### config.mk
export PLATFORM = sky130hd
export DESIGN_NAME = fetch_sequencer
export DESIGN_NICKNAME = d
export VERILOG_FILES = /design/src/rtl/pipe_pkg.sv /design/src/rtl/sat_counter.sv /design/src/rtl/fetch_sequencer.sv
export SDC_FILE = /design/constraint.sdc
export NUM_CORES = 1
export LEC_CHECK = 0
export ABC_AREA = 1
export BUFFER_PORTS_ARGS = -buffer_cell sky130_fd_sc_hd__buf_4
export CORE_MARGIN = 2
export CORE_UTILIZATION = 40
export DETAILED_ROUTE_END_ITERATION = 7
export PLACE_DENSITY = 0.74
export SETUP_SLACK_MARGIN = 0.5
export SLEW_MARGIN = 20
export SYNTH_ARGS = -nofsm -noshare
export SYNTH_HDL_FRONTEND = slang
export SYNTH_SLANG_ARGS = --single-unit
### constraint.sdc
create_clock -name clk -period 1.7 [get_ports clk]
set_clock_uncertainty 0.1 [all_clocks]
set_input_delay 0.34 -clock clk [delete_from_list [all_inputs] [get_ports clk]]
set_output_delay 0.34 -clock clk [all_outputs]
set_load 0.05 [all_outputs]
### src/rtl/pipe_pkg.sv
// Shared pipeline definitions: fetch address width, opcode encodings, fetch FSM states.
package pipe_pkg;

  localparam int unsigned PC_W = 16;

  localparam logic [3:0] NOP_OP  = 4'h0;
  localparam logic [3:0] ALU_OP  = 4'h1;
  localparam logic [3:0] LD_OP   = 4'h2;
  localparam logic [3:0] ST_OP   = 4'h3;
  localparam logic [3:0] BR_OP   = 4'h8;
  localparam logic [3:0] JMP_OP  = 4'h9;
  localparam logic [3:0] HALT_OP = 4'hE;

  typedef enum logic [1:0] {
    ST_IDLE   = 2'd0,
    ST_RUN    = 2'd1,
    ST_DRAIN  = 2'd2,
    ST_HALTED = 2'd3
  } fetch_state_t;

endpackage

### src/rtl/sat_counter.sv
// Up-counter that sticks at all-ones; synchronous clear wins over increment.
module sat_counter #(
  parameter int unsigned W = 16
) (
  input  logic         clk,
  input  logic         rst_n,
  input  logic         inc,
  input  logic         clr,
  output logic [W-1:0] value
);

  localparam logic [W-1:0] MAX_VAL = '1;

  logic [W-1:0] r_value;

  always_ff @(posedge clk or negedge rst_n) begin
    if (!rst_n) begin
      r_value <= '0;
    end else if (clr) begin
      r_value <= '0;
    end else if (inc && (r_value != MAX_VAL)) begin
      r_value <= r_value + W'(1);
    end
  end

  assign value = r_value;

endmodule

### src/rtl/fetch_sequencer.sv
// Instruction fetch sequencer: drives the ROM address, handles stall/redirect,
// and drains the pipeline after a HALT before parking in HALTED.
module fetch_sequencer #(
  parameter int unsigned PC_W         = pipe_pkg::PC_W,
  parameter int unsigned DRAIN_CYCLES = 3
) (
  input  logic            clk,
  input  logic            rst_n,
  input  logic            start,
  input  logic [PC_W-1:0] start_pc,
  input  logic            stall,
  input  logic            redirect,
  input  logic [PC_W-1:0] redirect_pc,
  input  logic [3:0]      rom_opcode,
  output logic [PC_W-1:0] pc,
  output logic            if_valid,
  output logic            flush,
  output logic            halted,
  output logic [1:0]      state,
  output logic [15:0]     fetch_count
);

  import pipe_pkg::fetch_state_t;
  import pipe_pkg::ST_IDLE;
  import pipe_pkg::ST_RUN;
  import pipe_pkg::ST_DRAIN;
  import pipe_pkg::ST_HALTED;
  import pipe_pkg::HALT_OP;

  localparam int unsigned       DRAIN_W    = $clog2(DRAIN_CYCLES) + 1;
  localparam logic [DRAIN_W-1:0] DRAIN_LAST = DRAIN_W'(DRAIN_CYCLES - 1);

  fetch_state_t        r_state;
  fetch_state_t        w_state_nxt;
  logic [PC_W-1:0]     r_pc;
  logic [PC_W-1:0]     w_pc_nxt;
  logic [DRAIN_W-1:0]  r_drain_cnt;
  logic [DRAIN_W-1:0]  w_drain_nxt;
  logic                r_halted;
  logic                w_if_valid;
  logic                w_flush;
  logic                w_cnt_clr;

  always_ff @(posedge clk or negedge rst_n) begin
    if (!rst_n) begin
      r_state     <= ST_IDLE;
      r_pc        <= '0;
      r_drain_cnt <= '0;
      r_halted    <= 1'b0;
    end else begin
      r_state     <= w_state_nxt;
      r_pc        <= w_pc_nxt;
      r_drain_cnt <= w_drain_nxt;
      r_halted    <= (w_state_nxt == ST_HALTED);
    end
  end

  // Redirect outranks stall and HALT detection in every active state.
  always_comb begin
    w_state_nxt = r_state;
    w_pc_nxt    = r_pc;
    w_drain_nxt = r_drain_cnt;
    w_if_valid  = 1'b0;
    w_flush     = 1'b0;
    w_cnt_clr   = 1'b0;
    case (r_state)
      ST_IDLE, ST_HALTED: begin
        if (start) begin
          w_state_nxt = ST_RUN;
          w_pc_nxt    = start_pc;
          w_drain_nxt = '0;
          w_cnt_clr   = 1'b1;
        end
      end
      ST_RUN: begin
        if (redirect) begin
          w_flush  = 1'b1;
          w_pc_nxt = redirect_pc;
        end else if (!stall) begin
          w_if_valid = 1'b1;
          if (rom_opcode == HALT_OP) begin
            w_state_nxt = ST_DRAIN;
            w_drain_nxt = '0;
          end else begin
            w_pc_nxt = r_pc + PC_W'(1);
          end
        end
      end
      ST_DRAIN: begin
        if (redirect) begin
          w_flush     = 1'b1;
          w_pc_nxt    = redirect_pc;
          w_state_nxt = ST_RUN;
          w_drain_nxt = '0;
        end else begin
          // Stalls do not pause the drain window.
          w_drain_nxt = r_drain_cnt + DRAIN_W'(1);
          if (r_drain_cnt == DRAIN_LAST) begin
            w_state_nxt = ST_HALTED;
          end
        end
      end
      default: begin
        w_state_nxt = ST_IDLE;
      end
    endcase
  end

  sat_counter #(
    .W(16)
  ) u_fetch_cnt (
    .clk  (clk),
    .rst_n(rst_n),
    .inc  (w_if_valid),
    .clr  (w_cnt_clr),
    .value(fetch_count)
  );

  assign pc       = r_pc;
  assign if_valid = w_if_valid;
  assign flush    = w_flush;
  assign halted   = r_halted;
  assign state    = 2'(r_state);

endmodule

==> qor.txt, run 1 <==
synth cell count leaders: 150 x nand2_1, 58 x nor2_1, 38 x dfrtp_1
share of post-route cells with drive strength above 1: 43.3%
Post-Place Cells: 642
Yosys reg bits: 38
Post-Synth Adder-Cell Area: 2.63%
Setup-failing EPs final: 32
leakage: 2.47 nW
Crit path arrival time: 1.94 ns
routed length per placed instance: 15.6 um
Initial Util: 41.7%
Overall Global Routing Usage: 27.3%
Worst setup SP type: flip-flop
Clock Sinks: 38
# H-tree levels: 2
failing checks: negative setup slack
CP required: 1.78 ns
r2r setup slk: -0.16 ns
hold violation total from the final report: 0
drt total wl: 10,900 um
1st-pass router iterations: 5
grt ovf: 0
Reg area: 975 um2
Multi-input gate area: 1890 um2
cells after synthesis: 441
Period Utilization, post-route: 109%
top-count cell post-synth: nand2_1
Reg clk slew, reported paths: 0.08 ns
Primary FF master, synth: dfrtp_1
Rows: 30
CP endpoint kind: flip-flop
Syn. warnings: 0
DRC: 0
Yosys top cell by area: dfrtp_1
clk_lat worst skew: 0.30 ns
TritonCTS clock tree: yes
depth of the most critical reg-to-reg path: 11
layout overhead on the synthesized area: 75.3%
largest family of logic cells by synthesized area: simple AND/OR/NAND/NOR gates
FILL cells: 503
Max Clk Rate: 0.538 GHz
core area: 6830 um2
CP Launch Point: state[1]
Vias/cell: 5.28
IO Port Bufs: 77
Post-Synth Simple-Gate Area: 40.5%
Worst Hold Class: input port to flip-flop
maximum VDD drop: 847 uV
Inserted Diodes: 0
Post-synth EDFFs: 0
vias in the first global route: 3,510
PD cells: 1560 nW/um2
clock root cell: clkbuf_8
async set-reset flop share out of synthesis: 100%
Vias: 3,698
Clock Tree Buf Depth: 2
reg2reg start: state[1]
Synth area leaders: dfrtp_1 33%, nand2_1 20%, nor2_1 7.6%, nand3_1 6.0%, inv_1 4.7%
DRT iter0 DRCs: 228
Final Non-Filler Cells: 701
CTS Buf Count: 5
Mapped Area: 2850 um2
Max Cap Viol: 0
slew at the pin with the worst max-slew slack: 0.515 ns
post-synthesis sequential area ratio: 33.3%
WHS: 0.180 ns
Max FO, Critical Path: 7
Synth cell types: 33
die area: 7820 um2
XOR/XNOR Fraction of Synth Area: 3.07%
Tmin final: 1.86 ns
post-synthesis compound-gate area fraction: 12.3%
Rel. slew slack: 65.7%
detailed placer's ending HPWL: 6720 um
Final #Nets: 651
GP Congestion: 0.944
multiplexer area fraction after synthesis: 0%
Die Wd: 88.4 um
die height: 88.4 um
status: finished, violations left
antenna viol nets, final: 0
Mapped Nets: 488
synthesized area per cell: 6.47 um2
first-pass GRT wire length: 16,400 um
Synth top area share: 33.3%
fin util: 73.2%
RSZ-0062 raised after global routing: true
largest net degree at the start of global routing: 39
# IOs: 78
RR Endpoint: u_fetch_cnt.value[13]
setup ws final: -0.158 ns
antenna violations before repair: 0
Worst Setup EP: u_fetch_cnt.value[13]
CP Class: flip-flop to flip-flop
number of max-slew violations in the final report: 0
## stage by stage
stage	total power [mW]	setup TNS [ns]	cell area [um2]	setup slack [ns]
2_1_floorplan	3.94	-5.53	2930	-0.214
3_3_place_gp	5.10	0	3840	0.0129
3_5_place_dp	5.15	-0.0758	3840	-0.0144
4_1_cts	7.16	-0.830	4730	-0.120
5_1_grt	8.21	-4.70	5000	-0.181
6_report	7.79	-3.09	5000	-0.158
## layer usage
metal  routed length [um]  global-route usage [%]  vias up
met4                  331                    12.5        0
met3                  846                    4.76       32
met5                    0                       0        -
met1                 4190                    32.9     1707
li1                     -                       -     1758
met2                 5550                    47.3      201
## layout by cell type, fill, tap and decap left out, drive strengths merged, types with 2 or more instances in the layout
cell type	instances
nor3	7
xor2	8
clkinvlp	2
a31oi	2
dfrtp	38
o31ai	2
nand2	155
ha	6
clkbuf	6
o21ai	28
o211ai	3
xnor2	2
nand3	35
nor2	61
buf	165
a21oi	22
nand4	14
inv	42
## where the power goes
group	total, mW	switching [mW]	internal (mW)
sequential	1.53	0.337	1.19
combinational	5.47	3.01	2.45
clock	0.789	0.351	0.438
total	7.79	3.70	4.08
## what timing repair did
action,4_1_cts,5_1_grt
hold buffers,1,0
endpoints found under the hold margin,38,0
setup endpoints to repair,75,75
resized for setup,135,43
cloned,4,0
pin swaps,21,21
buffers inserted,30,16
## worst min path at each step
stage | start | slack (ns) | cells past startpoint | end
after global placement | rst_n | 0.24 | 1 | pc[3]
after floorplan | rst_n | -0.06 | 0 | halted
after global routing | start_pc[7] | 0.19 | 3 | pc[7]
final | start_pc[7] | 0.18 | 3 | pc[7]
after CTS | start_pc[7] | 0.17 | 3 | pc[7]
after detailed placement | rst_n | 0.25 | 1 | pc[3]
## sequential cells by signal, indices dropped and copies added, names as in the netlist
| register | flops |
|---|---|
| state | 2 |
| pc | 16 |
| r_drain_cnt | 3 |
| halted | 1 |
| u_fetch_cnt.value | 16 |
## logic make-up after synthesis
family                   count (synthesis)
AND/OR/NAND/NOR                        272
AO/OA/AOI/OAI                           59
buffers and inverters                   56
flip-flops                              38
XOR/XNOR                                10
adder cells (fa/ha/maj)                  6
## cell type report
| class | instances | share of cell area (%) |
|---|---|---|
| Multi-Input combinational cell | 348 | 37.9 |
| Timing Repair Buffer | 167 | 34.2 |
| Inverter | 44 | 3.83 |
| Clock buffer | 6 | 1.45 |
| Clock inverter | 2 | 0.751 |
| Tap cell | 96 | 2.40 |
| Sequential cell | 38 | 19.5 |
## worst max-delay path: stages (launching register included)
cell and delay [ns]:
dfrtp_2 0.44, inv_2 0.09, ha_4 0.18, nand2_4 0.08
nor2_4 0.15, buf_4 0.13, buf_6 0.09, o21ai_4 0.09
nand2_4 0.16, inv_4 0.07, nand2_1 0.09, nand2_1 0.06
No activity file was read; power rests on OpenSTA's default activity.
==> inputs of run 2 (changes only) <==
--- a/config.mk
+++ b/config.mk
@@ -7,10 +7,12 @@
 export LEC_CHECK = 0
 export ABC_AREA = 1
 export BUFFER_PORTS_ARGS = -buffer_cell sky130_fd_sc_hd__buf_4
+export CELL_PAD_IN_SITES_DETAIL_PLACEMENT = 1
+export CELL_PAD_IN_SITES_GLOBAL_PLACEMENT = 1
 export CORE_MARGIN = 2
-export CORE_UTILIZATION = 40
+export CORE_UTILIZATION = 33
 export DETAILED_ROUTE_END_ITERATION = 7
-export PLACE_DENSITY = 0.74
+export PLACE_DENSITY = 0.85
 export SETUP_SLACK_MARGIN = 0.5
 export SLEW_MARGIN = 20
 export SYNTH_ARGS = -nofsm -noshare
==> run 2 against run 1 <==
- power rose by 4.2%
- core utilization shrank 13 points
- non-clock buffer count is 11 lower
- the flow still finishes with violations (negative setup slack)
- count of clock-buffer cells in the layout did not move
- register-to-register slack lost 0.04 ns
- routed wire length increased by 37%
- via count grew 5.1%
- critical path depth down 6
- die area increased by 20%
- final cell count fell by 0.29%
==> qor.txt, run 2 (same netlist as run 1, synthesis figures left out) <==
GP Congestion: 0.847
layout overhead on the synthesized area: 75.3%
Max Clk Rate: 0.522 GHz
Worst Hold Class: input port to flip-flop
slew at the pin with the worst max-slew slack: 0.562 ns
Max Cap Viol: 0
Crit path arrival time: 1.48 ns
Met3 Routed Length: 858 um
CP required: 1.26 ns
clock root cell: clkbuf_8
Vias/cell: 5.56
PD cells: 1620 nW/um2
leakage: 2.41 nW
share of post-route cells with drive strength above 1: 46.1%
largest net degree at the start of global routing: 39
clk_lat worst skew: 0.31 ns
met2 routed WL: 7690 um
hold violation total from the final report: 0
setup ws final: -0.217 ns
Clock Sinks: 38
Post-Place Cells: 652
Final Non-Filler Cells: 699
Reg clk slew, reported paths: 0.09 ns
Final #Nets: 640
die area: 9400 um2
Rows: 33
DRC: 0
RSZ-0062 raised after global routing: true
number of max-slew violations in the final report: 0
Inserted Diodes: 0
status: finished, violations left
Clock Tree Buf Depth: 2
Vias: 3,887
commonest non-fill, non-tap cell in the layout: nand2_1
Max FO, Critical Path: 2
antenna violations before repair: 0
Worst setup SP type: flip-flop
Die Wd: 97.0 um
Setup WS pre-CTS: -0.112 ns
1st-pass router iterations: 4
CP Class: flip-flop to primary output
CTS Buf Count: 5
CP endpoint kind: primary output
grt ovf: 0
# H-tree levels: 2
detailed placer's ending HPWL: 8150 um
IO Port Bufs: 77
failing checks: negative setup slack
drt total wl: 14,900 um
die height: 97.0 um
# IOs: 78
routed length per placed instance: 21.3 um
Rel. slew slack: 62.5%
DR top layer: met4
Post-Place Cell Area: 3880 um2
first-pass GRT wire length: 21,800 um
Period Utilization, post-route: 113%
Overall Global Routing Usage: 28.6%
TritonCTS clock tree: yes
DRT iter0 DRCs: 178
core area: 8300 um2
wl on met1: 5490 um
fin util: 60.2%
maximum VDD drop: 670 uV
Setup-failing EPs final: 34
leading cell types in the layout, fill and taps excluded: 133 x nand2_1, 84 x buf_4, 41 x nor2_1
Initial Util: 34.4%
cell area after layout: 5000 um2
Tmin final: 1.92 ns
antenna viol nets, final: 0
vias in the first global route: 4,244
-- run 2: changes by cell type in the layout (fill, tap and decap cells not counted), sizes merged --
cell | before | now
bufbuf | 1 | 0
buf | 165 | 155
bufinv | 1 | 0
inv | 42 | 43
-- run 2: area by class of cell --
type | instances | area (um2)
fill | 1017 | 3300
multi-input combinational | 348 | 2010
timing repair buffer | 156 | 1600
sequential | 38 | 975
inverter | 44 | 181
tap | 105 | 131
clock buffer | 6 | 82.6
clock inverter | 2 | 12.5
-- run 2: per-stage QoR --
stage | total power [mW] | setup TNS, ns | hold slack, ns
2_1_floorplan | 3.94 | -5.53 | -0.0556
3_3_place_gp | 5.12 | -0.538 | 0.260
3_5_place_dp | 5.26 | -1.46 | 0.262
4_1_cts | 7.16 | -1.29 | 0.200
5_1_grt | 8.51 | -5.71 | 0.213
6_report | 8.11 | -3.40 | 0.206
-- run 2: final timing paths --
check	endpoint	startpoint	slack (ns)	depth (start not counted)
worst max register to register	pc[5]	state[0]	-0.20	9
min in group asynchronous	pc[1]	rst_n	0.47	2
worst max-delay path	flush	state[0]	-0.22	5
worst min-delay path	pc[0]	start_pc[0]	0.21	3
worst min register to register	r_drain_cnt[2]	r_drain_cnt[2]	0.40	2
max in group asynchronous	pc[11]	rst_n	0.61	2
-- run 2: layer usage --
layer / track usage, % / vias to the layer above
met4: 12.6 / 0
met1: 32.5 / 1913
met3: 4.77 / 71
met2: 52.3 / 177
met5: 0 / -
li1: - / 1726
-- run 2: critical path, stage by stage (launching register included) --
cell,delay (ns)
dfrtp_2,0.44
inv_2,0.09
ha_4,0.22
buf_12,0.13
nor2_4,0.13
buf_8,0.16
-- run 2: power breakdown --
group,internal [mW],leakage (nW),switching [mW]
Sequential,1.19,0.471,0.391
Clock,0.327,0.0472,0.379
Combinational,2.44,1.89,3.38
-- run 2: timing repair --
action | in CTS | in global routing
setup endpoints to repair | 75 | 75
cloned | 3 | 0
resized for setup | 137 | 72
hold buffers | 1 | 0
hold endpoints to repair | 38 | 0
pin swaps | 21 | 18
buffers inserted | 28 | 7
